### src/rtl/alu_pkg.sv
// alu_pkg: shared types and constants for the ALU issue/writeback stage.
//   alu_op_t  - the ten ALU opcode encodings understood by the registered alu block
//   OPC_*     - RV32I major opcodes handled by the decoder
//   F7_*      - funct7 values distinguishing base and alternate (SUB/SRA) forms
//   b_sel_t   - operand-B source select produced by the decoder
//   dec_t     - decoded instruction bundle passed from alu_decode to alu_issue
package alu_pkg;

    localparam int unsigned XLEN   = 32;
    localparam int unsigned REG_AW = 5;

    typedef enum logic [3:0] {
        ALU_ADD  = 4'd0,
        ALU_AND  = 4'd1,
        ALU_SLL  = 4'd2,
        ALU_SRL  = 4'd3,
        ALU_OR   = 4'd4,
        ALU_XOR  = 4'd5,
        ALU_ONE  = 4'd6,
        ALU_ZERO = 4'd7,
        ALU_SRA  = 4'd8,
        ALU_LUI  = 4'd9
    } alu_op_t;

    localparam logic [6:0] OPC_OP     = 7'b0110011;
    localparam logic [6:0] OPC_OP_IMM = 7'b0010011;
    localparam logic [6:0] OPC_LUI    = 7'b0110111;

    localparam logic [6:0] F7_BASE = 7'b0000000;
    localparam logic [6:0] F7_ALT  = 7'b0100000;

    typedef enum logic [1:0] {
        B_RS2       = 2'd0,   // rs2 as-is
        B_RS2_NEG   = 2'd1,   // two's complement of rs2 (SUB)
        B_RS2_SHAMT = 2'd2,   // rs2[4:0], zero-extended (register shifts)
        B_IMM       = 2'd3    // decoded immediate
    } b_sel_t;

    typedef struct packed {
        alu_op_t             op;
        logic                a_zero;    // operand A forced to zero (LUI)
        b_sel_t              b_sel;
        logic [XLEN-1:0]     imm;
        logic [REG_AW-1:0]   rd;
        logic                uses_rs1;
        logic                uses_rs2;
        logic                illegal;
    } dec_t;

endpackage

### src/rtl/alu_decode.sv
// alu_decode: combinational RV32I decoder for OP, OP-IMM and LUI.
// Ports:
//   instr - 32-bit instruction word
//   dec   - decoded bundle: ALU op, operand selects, immediate, rd,
//           source-use flags and illegal flag
// Illegal instructions report no source use so they never stall the stage.
module alu_decode
    import alu_pkg::*;
(
    input  logic [XLEN-1:0] instr,
    output dec_t            dec
);

    logic [6:0] opcode;
    logic [2:0] funct3;
    logic [6:0] funct7;
    logic       illegal;

    assign opcode = instr[6:0];
    assign funct3 = instr[14:12];
    assign funct7 = instr[31:25];

    // Opcode/funct decode into ALU controls
    always_comb begin
        dec          = '0;
        dec.op       = ALU_ADD;
        dec.b_sel    = B_RS2;
        dec.rd       = instr[11:7];
        illegal      = 1'b0;

        case (opcode)
            OPC_OP: begin
                dec.uses_rs1 = 1'b1;
                dec.uses_rs2 = 1'b1;
                case (funct3)
                    3'b000: begin
                        if (funct7 == F7_ALT) begin
                            dec.b_sel = B_RS2_NEG;
                        end else if (funct7 != F7_BASE) begin
                            illegal = 1'b1;
                        end
                    end
                    3'b001: begin
                        dec.op    = ALU_SLL;
                        dec.b_sel = B_RS2_SHAMT;
                        illegal   = (funct7 != F7_BASE);
                    end
                    3'b100: begin
                        dec.op  = ALU_XOR;
                        illegal = (funct7 != F7_BASE);
                    end
                    3'b101: begin
                        dec.b_sel = B_RS2_SHAMT;
                        if (funct7 == F7_BASE) begin
                            dec.op = ALU_SRL;
                        end else if (funct7 == F7_ALT) begin
                            dec.op = ALU_SRA;
                        end else begin
                            illegal = 1'b1;
                        end
                    end
                    3'b110: begin
                        dec.op  = ALU_OR;
                        illegal = (funct7 != F7_BASE);
                    end
                    3'b111: begin
                        dec.op  = ALU_AND;
                        illegal = (funct7 != F7_BASE);
                    end
                    default: illegal = 1'b1;
                endcase
            end
            OPC_OP_IMM: begin
                dec.uses_rs1 = 1'b1;
                dec.b_sel    = B_IMM;
                dec.imm      = {{20{instr[31]}}, instr[31:20]};
                case (funct3)
                    3'b000: dec.op = ALU_ADD;
                    3'b100: dec.op = ALU_XOR;
                    3'b110: dec.op = ALU_OR;
                    3'b111: dec.op = ALU_AND;
                    3'b001: begin
                        dec.op  = ALU_SLL;
                        dec.imm = {27'd0, instr[24:20]};
                        illegal = (funct7 != F7_BASE);
                    end
                    3'b101: begin
                        dec.imm = {27'd0, instr[24:20]};
                        if (funct7 == F7_BASE) begin
                            dec.op = ALU_SRL;
                        end else if (funct7 == F7_ALT) begin
                            dec.op = ALU_SRA;
                        end else begin
                            illegal = 1'b1;
                        end
                    end
                    default: illegal = 1'b1;
                endcase
            end
            OPC_LUI: begin
                dec.a_zero = 1'b1;
                dec.b_sel  = B_IMM;
                dec.imm    = {instr[31:12], 12'd0};
            end
            default: illegal = 1'b1;
        endcase

        if (illegal) begin
            dec.uses_rs1 = 1'b0;
            dec.uses_rs2 = 1'b0;
        end
        dec.illegal = illegal;
    end

endmodule

### src/rtl/alu_issue.sv
// alu_issue: issue and writeback control for the registered alu block.
// Accepts one RV32I OP/OP-IMM/LUI instruction per cycle, drives registered
// ALU operands, tracks the one-cycle ALU latency and presents the returning
// result to the register file. RAW hazards against in-flight results stall
// the input; with ALU_ISSUE_FWD_EN defined, a result returning this cycle is
// forwarded into the operands instead of stalling.
// Ports:
//   clk, reset_n                 - clock, asynchronous active-low reset
//   instr_i/instr_valid_i        - instruction input
//   instr_ready_o                - combinational accept (no hazard)
//   rs1_addr_o/rs2_addr_o        - combinational register-file read indices
//   rs1_data_i/rs2_data_i        - same-cycle register-file read data
//   alu_op_o/alu_a_o/alu_b_o     - registered ALU command
//   alu_result_i                 - ALU registered result
//   wb_valid_o/wb_rd_o/wb_data_o - writeback strobe, index, data
//   illegal_o                    - pulse after accepting an unsupported instruction
// Optional feature macro: ALU_ISSUE_FWD_EN (result forwarding).
module alu_issue
    import alu_pkg::*;
(
    input  logic                clk,
    input  logic                reset_n,
    input  logic [XLEN-1:0]     instr_i,
    input  logic                instr_valid_i,
    output logic                instr_ready_o,
    output logic [REG_AW-1:0]   rs1_addr_o,
    output logic [REG_AW-1:0]   rs2_addr_o,
    input  logic [XLEN-1:0]     rs1_data_i,
    input  logic [XLEN-1:0]     rs2_data_i,
    output alu_op_t             alu_op_o,
    output logic [XLEN-1:0]     alu_a_o,
    output logic [XLEN-1:0]     alu_b_o,
    input  logic [XLEN-1:0]     alu_result_i,
    output logic                wb_valid_o,
    output logic [REG_AW-1:0]   wb_rd_o,
    output logic [XLEN-1:0]     wb_data_o,
    output logic                illegal_o
);

    dec_t              dec;
    logic              s1_valid;
    logic [REG_AW-1:0] s1_rd;
    logic              s2_valid;
    logic [REG_AW-1:0] s2_rd;

    logic              rs1_hit_s1;
    logic              rs2_hit_s1;
    logic              rs1_hit_s2;
    logic              rs2_hit_s2;
    logic              stall;
    logic              accept;
    logic              issue;
    logic [XLEN-1:0]   rs1_val;
    logic [XLEN-1:0]   rs2_val;
    logic [XLEN-1:0]   a_next;
    logic [XLEN-1:0]   b_next;

    alu_decode u_decode (
        .instr (instr_i),
        .dec   (dec)
    );

    assign rs1_addr_o = instr_i[19:15];
    assign rs2_addr_o = instr_i[24:20];

    // Source matches against results still in flight; x0 never creates a hazard
    assign rs1_hit_s1 = dec.uses_rs1 && s1_valid && (s1_rd != '0) && (s1_rd == rs1_addr_o);
    assign rs2_hit_s1 = dec.uses_rs2 && s1_valid && (s1_rd != '0) && (s1_rd == rs2_addr_o);
    assign rs1_hit_s2 = dec.uses_rs1 && s2_valid && (s2_rd != '0) && (s2_rd == rs1_addr_o);
    assign rs2_hit_s2 = dec.uses_rs2 && s2_valid && (s2_rd != '0) && (s2_rd == rs2_addr_o);

`ifdef ALU_ISSUE_FWD_EN
    // S1 result does not exist yet; S2 result is on alu_result_i and is forwarded
    assign stall   = rs1_hit_s1 || rs2_hit_s1;
    assign rs1_val = rs1_hit_s2 ? alu_result_i : rs1_data_i;
    assign rs2_val = rs2_hit_s2 ? alu_result_i : rs2_data_i;
`else
    // Register file is written at the end of the S2 cycle, so wait it out
    assign stall   = rs1_hit_s1 || rs2_hit_s1 || rs1_hit_s2 || rs2_hit_s2;
    assign rs1_val = rs1_data_i;
    assign rs2_val = rs2_data_i;
`endif

    assign instr_ready_o = !stall;
    assign accept        = instr_valid_i && instr_ready_o;
    assign issue         = accept && !dec.illegal;

    // Operand formation; SUB negation is applied after forwarding
    always_comb begin
        a_next = dec.a_zero ? '0 : rs1_val;
        b_next = rs2_val;
        case (dec.b_sel)
            B_RS2:       b_next = rs2_val;
            B_RS2_NEG:   b_next = ~rs2_val + 32'd1;
            B_RS2_SHAMT: b_next = {27'd0, rs2_val[4:0]};
            B_IMM:       b_next = dec.imm;
            default:     b_next = rs2_val;
        endcase
    end

    // Pipeline and ALU command registers
    always_ff @(posedge clk or negedge reset_n) begin
        if (!reset_n) begin
            alu_op_o  <= ALU_ADD;
            alu_a_o   <= '0;
            alu_b_o   <= '0;
            s1_valid  <= 1'b0;
            s1_rd     <= '0;
            s2_valid  <= 1'b0;
            s2_rd     <= '0;
            illegal_o <= 1'b0;
        end else begin
            s1_valid  <= issue;
            s1_rd     <= dec.rd;
            s2_valid  <= s1_valid;
            s2_rd     <= s1_rd;
            illegal_o <= accept && dec.illegal;
            if (issue) begin
                alu_op_o <= dec.op;
                alu_a_o  <= a_next;
                alu_b_o  <= b_next;
            end
        end
    end

    // Writeback straight from the S2 registers; rd=x0 results are dropped here
    assign wb_valid_o = s2_valid && (s2_rd != '0);
    assign wb_rd_o    = s2_rd;
    assign wb_data_o  = alu_result_i;

endmodule

### config.mk
export PLATFORM = sky130hd
export DESIGN_NAME = alu_issue
export DESIGN_NICKNAME = d
export VERILOG_FILES = /design/src/rtl/alu_pkg.sv /design/src/rtl/alu_decode.sv /design/src/rtl/alu_issue.sv
export SDC_FILE = /design/constraint.sdc
export NUM_CORES = 1
export LEC_CHECK = 0
export CAP_MARGIN = 20
export CORE_ASPECT_RATIO = 1.25
export CORE_MARGIN = 8
export CORE_UTILIZATION = 43
export DETAILED_ROUTE_END_ITERATION = 8
export GPL_TIMING_DRIVEN = 1
export PLACE_DENSITY_LB_ADDON = 0.15
export SLEW_MARGIN = 0
export SYNTH_ARGS = -nofsm -noshare
export SYNTH_HDL_FRONTEND = slang
export SYNTH_HIERARCHICAL = 1
export SYNTH_SLANG_ARGS = --single-unit
### constraint.sdc
create_clock -name clk -period 2.86 [get_ports clk]
set_input_delay 0.429 -clock clk [delete_from_list [all_inputs] [get_ports clk]]
set_output_delay 0.429 -clock clk [all_outputs]
set_load 0.01 [all_outputs]
**After elaboration in Yosys (flattened, before gate mapping)**

Cells that the tools add are included.

- Flip-flop bits (word level): 81
- Latch bits: 0
- Bits in writable memories: 0
- Bits in read-only memories: 0
- Logic and storage cells: 80
- Memories kept: 0

- Add/sub/neg operators: 1
- Multiply operators: 0
- Div/mod/pow operators: 0
- Order comparisons: 0
- Equal/unequal tests: 16
- Shift operators: 0
- Mux-type cells: 22
- Bitwise operators: 1
- Reduce and logical (&&, ||, !) cells: 32

Operators with widths:

| kind | number |
|---|---|
| $pmux W32 S4 | 1 |
| $mux W32 | 2 |
| $pmux W32 S2 | 1 |
| $add A32 B1 Y32 const B | 1 |
| $not A32 Y32 | 1 |
| $eq A7 B6 Y1 const B | 3 |
| $eq A5 B5 Y1 | 4 |
| $pmux W4 S5 | 1 |
| $logic_and A1 B1 Y1 | 16 |
| $eq A3 B3 Y1 const B | 4 |
| $mux W4 | 3 |
| $reduce_bool A5 Y1 | 2 |
| $pmux W1 S3 | 3 |
| $mux W1 | 8 |
| $pmux W2 S2 | 2 |
| $reduce_or A4 Y1 | 2 |
| $eq A7 B5 Y1 const B | 1 |
| $logic_not A7 Y1 | 1 |
| $reduce_bool A7 Y1 | 1 |
| $reduce_or A2 Y1 | 3 |
| $eq A2 B2 Y1 const B | 2 |
| $eq A3 B1 Y1 const B | 1 |
| $logic_not A3 Y1 | 1 |
| $logic_or A1 B1 Y1 | 3 |
| 4 further kinds | 5 |

**Longest topological paths before layout**

Gate-level depths: netlist (run 1).

- Depth in word-level cells: 15
- Mapped depth: 12
- Mapped depth without buffers: 10

**Hierarchy**

The synthesis (run 1) kept the hierarchy.

Modules (own cells, without submodules):

| module | times used | cells each | area each (µm²) | sequential area each (µm²) |
|---|---|---|---|---|
| alu_issue | 1 | 534 | 4804.6 | 2026.9 |
| alu_decode | 1 | 112 | 780.7 | 0.0 |

**Least setup slack after synthesis (run 1)**

OpenSTA, ideal clock, no wires.

- Path kind: in2reg
- Start point: input instr_i[6]
- End point: register alu_b_o[27]
- Setup time: 0.130 ns
- Arrival: 2.460 ns
- Data required time: 2.730 ns
- Setup slack: 0.270 ns
- Cell stages on the path: 12
- Cells stage by stage: and4bb_2 -> nand2_2 -> buf_1 -> nor3_1 -> clkbuf_1 -> inv_1 -> clkbuf_1 -> nand2_1 -> clkbuf_1 -> a211oi_1 -> a41oi_1 -> a31oi_1

RTL lines:

| item | line | source |
|---|---|---|
| start: declaration | alu_issue.sv:23 | `input logic [XLEN-1:0] instr_i,` |
| end signal: assignment | alu_issue.sv:121 | `alu_b_o <= b_next;` |
| end: declaration | alu_issue.sv:32 | `output logic [XLEN-1:0] alu_b_o,` |

==> results.toml, run 1 <==
[clock_network]
cts-root-buf = "clkbuf_16"
cts_buffer_depth = 2
numCtsBuffers = 9
cts_tree = "built"
cts.clk_slew.worst_paths_ps = 60
clock_latency_ps = 330
cts_hold_buf = 0
cts_num_sinks = 81
cts.htree.levels = 3

[yosys]
synth_top_area_cell = "dfrtp_1"
mappedNetlistArea_sq_um = 5590
ys_ff_latch = 81
yosysWarnings = 6
synth_flop_cell = "dfrtp_1"
yosysSeqAreaShare_pct = 36.3
syn_avg_cell_area_sq_um = 8.65
yosys-top-cells-area = "dfrtp_1 36%, buf_4 6.6%, nand3b_1 4.3%, nor2_1 3.6%, o21ai_1 3.3%"
syn_inst = 646
synth_edf_count = 0
yosysTopAreaCellShare_pct = 36.3
syn_nets = 778
async_reset_ff_share_pct = 100
ys_types = 70

[layout]
area_growth_pct = 45.1
stdcell_count = 1002
final_net_count = 961
layout-drive-gt1-share_pct = 17.6
final_util_pct = 63.7
diodes = 0

[worst_setup_path]
rr_worst_depth = 7
timing.rr.end = "alu_b_o[9]$_DFFE_PN0P_"
cp_max_fo = 2
rrSetupSlack_ps = 570
cp.required_ps = 2430
critical_path_class = "primary input to output port"
cp-startpoint = "instr_i[31]"
endpoint = "instr_ready_o"
worstSetupEndpointType = "output port"
r2r-start = "wb_rd_o[1]$_DFF_PN0_"
start_kind = "primary input"
cp_data_arrival_time_ps = 2360

[floorplan]
core-area_sq_um = 12700
rows = 46
die-area_sq_um = 16900
die_w_microns = 118
die_h_microns = 143
start_util_pct = 43.9
io_pins = 249

[routing]
via_per_inst = 5.53
vias = 5541
finalWirelength_microns = 18300
drtIter0Drc = 375
drtPass1Iterations = 5
drcViolationCount = 0
wl_per_cell_microns = 18.2
drtAntennaViolNets = 0

[timing]
fin_crit_sh_pct = 97.5
fin_crit_ps = 2790
setup_viol = 0
skew_ps = 8.74
hold_viol = 0
hold_slack_ps = 48.8
relSlewSlack_pct = 67.7
fmax_mhz = 359
worst_pin_slew_ps = 484
slew_violations = 0

[run_status]
status = "completed"

[run]
drv_cap = 0

[grt]
antenna_found_initial = 0
grt_usage_pct = 21.3
gr-total-overflow = 0
grt_max_degree = 48
grt_pass1_vias = 5741
grt_pass1_wl_microns = 29500

[placement]
port_buffers = 184
dp.cells = 984
hpwl_microns = 14400
gp_congestion = 0.912

[pwr]
p_leak_nw = 3.26
powerDensity_nw_per_um2 = 463
vdd_drop_max_mv = 0.343

[hold_path]
min_path_type = "primary input to async pin"
[flip-flops by register name, summed over array words and instances (netlist names)]
| register | flops |
|---|---|
| alu_b_o | 32 |
| wb_rd_o | 5 |
| s1_valid | 1 |
| alu_op_o | 4 |
| s2_valid | 1 |
| alu_a_o | 32 |
| s1_rd | 5 |
| illegal_o | 1 |
[synthesized netlist by cell type, types with 3 or more instances]
| library cell | count |
|---|---|
| nand3b_1 | 32 |
| nor3_1 | 18 |
| a22oi_1 | 10 |
| nand4_1 | 4 |
| a32oi_1 | 8 |
| nand2_1 | 45 |
| nand3_1 | 4 |
| nor2b_1 | 3 |
| buf_2 | 16 |
| and3_1 | 8 |
| mux2_2 | 7 |
| nor4b_2 | 5 |
| o31ai_1 | 8 |
| inv_1 | 42 |
| xnor2_1 | 21 |
| a41oi_1 | 5 |
| a211oi_1 | 9 |
| or3_1 | 6 |
| buf_4 | 49 |
| o21ai_1 | 37 |
| or4_1 | 4 |
| a21oi_1 | 31 |
| a31oi_1 | 24 |
| and2_1 | 9 |
| nor2_1 | 53 |
| clkbuf_1 | 21 |
| o22ai_1 | 4 |
| dfrtp_1 | 81 |
| mux2i_1 | 3 |
| a21oi_2 | 10 |
| nand2b_1 | 9 |
| o21ai_0 | 8 |
| a211o_1 | 3 |
| nor4_1 | 4 |
| buf_6 | 3 |
[where the power goes]
part | internal (mW) | switching (mW) | leakage (nW) | total, mW
registers | 1.32 | 0.102 | 0.948 | 1.42
clock network | 0.792 | 0.475 | 0.159 | 1.27
logic | 0.611 | 0.451 | 2.15 | 1.06
[layer usage]
metal	vias to the layer above	routed length (microns)	share of wire [%]	GRT usage [%]
li1	2622	-	-	-
met1	2639	7330	40	24.0
met2	235	9180	50	37.6
met3	45	1200	6.6	5.69
met4	0	538	2.9	9.12
met5	-	0	0	0
[cell usage in the layout, fill, tap and decap left out, drive strengths merged, types with 8 or more instances in the layout]
| cell | n |
|---|---|
| clkdlybuf4s50 | 181 |
| dfrtp | 81 |
| buf | 80 |
| nor2 | 55 |
| nand2 | 47 |
| o21ai | 45 |
| inv | 43 |
| a21oi | 41 |
| nand3b | 32 |
| a31oi | 24 |
| xnor2 | 21 |
| nor3 | 20 |
| a22oi | 10 |
| clkbuf | 10 |
| nand2b | 9 |
| a211oi | 9 |
| and2 | 9 |
| mux2 | 9 |
| and3 | 8 |
| o31ai | 8 |
| a32oi | 8 |
[timing repair]
action,in CTS,in global routing
resized for setup,8,5
endpoints found under the setup margin,1,58
pin swaps,3,2
setup buffers,1,1
[cell type report]
type / instances / area, sq um
Clock inverter: 6 / 90.1
Inverter: 43 / 161
Clock buffer: 10 / 239
Timing Repair Buffer: 262 / 2480
Sequential cell: 81 / 2030
Tap cell: 168 / 210
Fill cell: 1069 / 4610
Multi-Input combinational cell: 432 / 2900
[worst min path at each step]
stage | to | slack [ps] | start | cells after the start
final | alu_a_o[11]$_DFFE_PN0P_ | 50 | reset_n | 1
after global routing | alu_a_o[11]$_DFFE_PN0P_ | 90 | reset_n | 1
after CTS | alu_a_o[5]$_DFFE_PN0P_ | 60 | reset_n | 1
after detailed placement | s2_valid$_DFF_PN0_ | 380 | s1_valid$_DFF_PN0_ | 0
after global placement | s2_valid$_DFF_PN0_ | 380 | s1_valid$_DFF_PN0_ | 0
after floorplan | alu_a_o[0]$_DFFE_PN0P_ | 130 | reset_n | 0
[cells by family after synthesis]
logic type      share of synthesized area [%]
xor+xnor                                 3.29
simple gates                             24.1
flops                                    36.3
compound gates                           20.7
buf+inv                                  13.0
fa+ha+maj                               0.224
mux                                      2.49
[worst max-delay path, stage by stage]
cell and delay (ps):
clkdlybuf4s50_1 450, nor2_2 170, nand3_2 120, a222oi_1 350
buf_4 190, and2_1 140, nand2_1 70, o22ai_2 160
a22oi_1 120, buf_2 160
[stage by stage]
stage	setup WS, ps	TNS (ps)	total power [mW]	instance area (sq um)
floorplan	270	0	1.87	5590
global placement	-235	-1890	2.49	7730
detailed placement	-346	-8370	2.51	7730
CTS	33.1	0	3.80	8090
global route	-67.8	-241	3.94	8110
finish	70.7	0	3.75	8110
No activity file was read; power rests on OpenSTA's default activity.
==> run 2: changes to the inputs <==
- SKIP_LAST_GASP: not set -> 1
==> results of run 2 <==
Same layout as run 1: the final DEF is identical, and so are final timing and power.
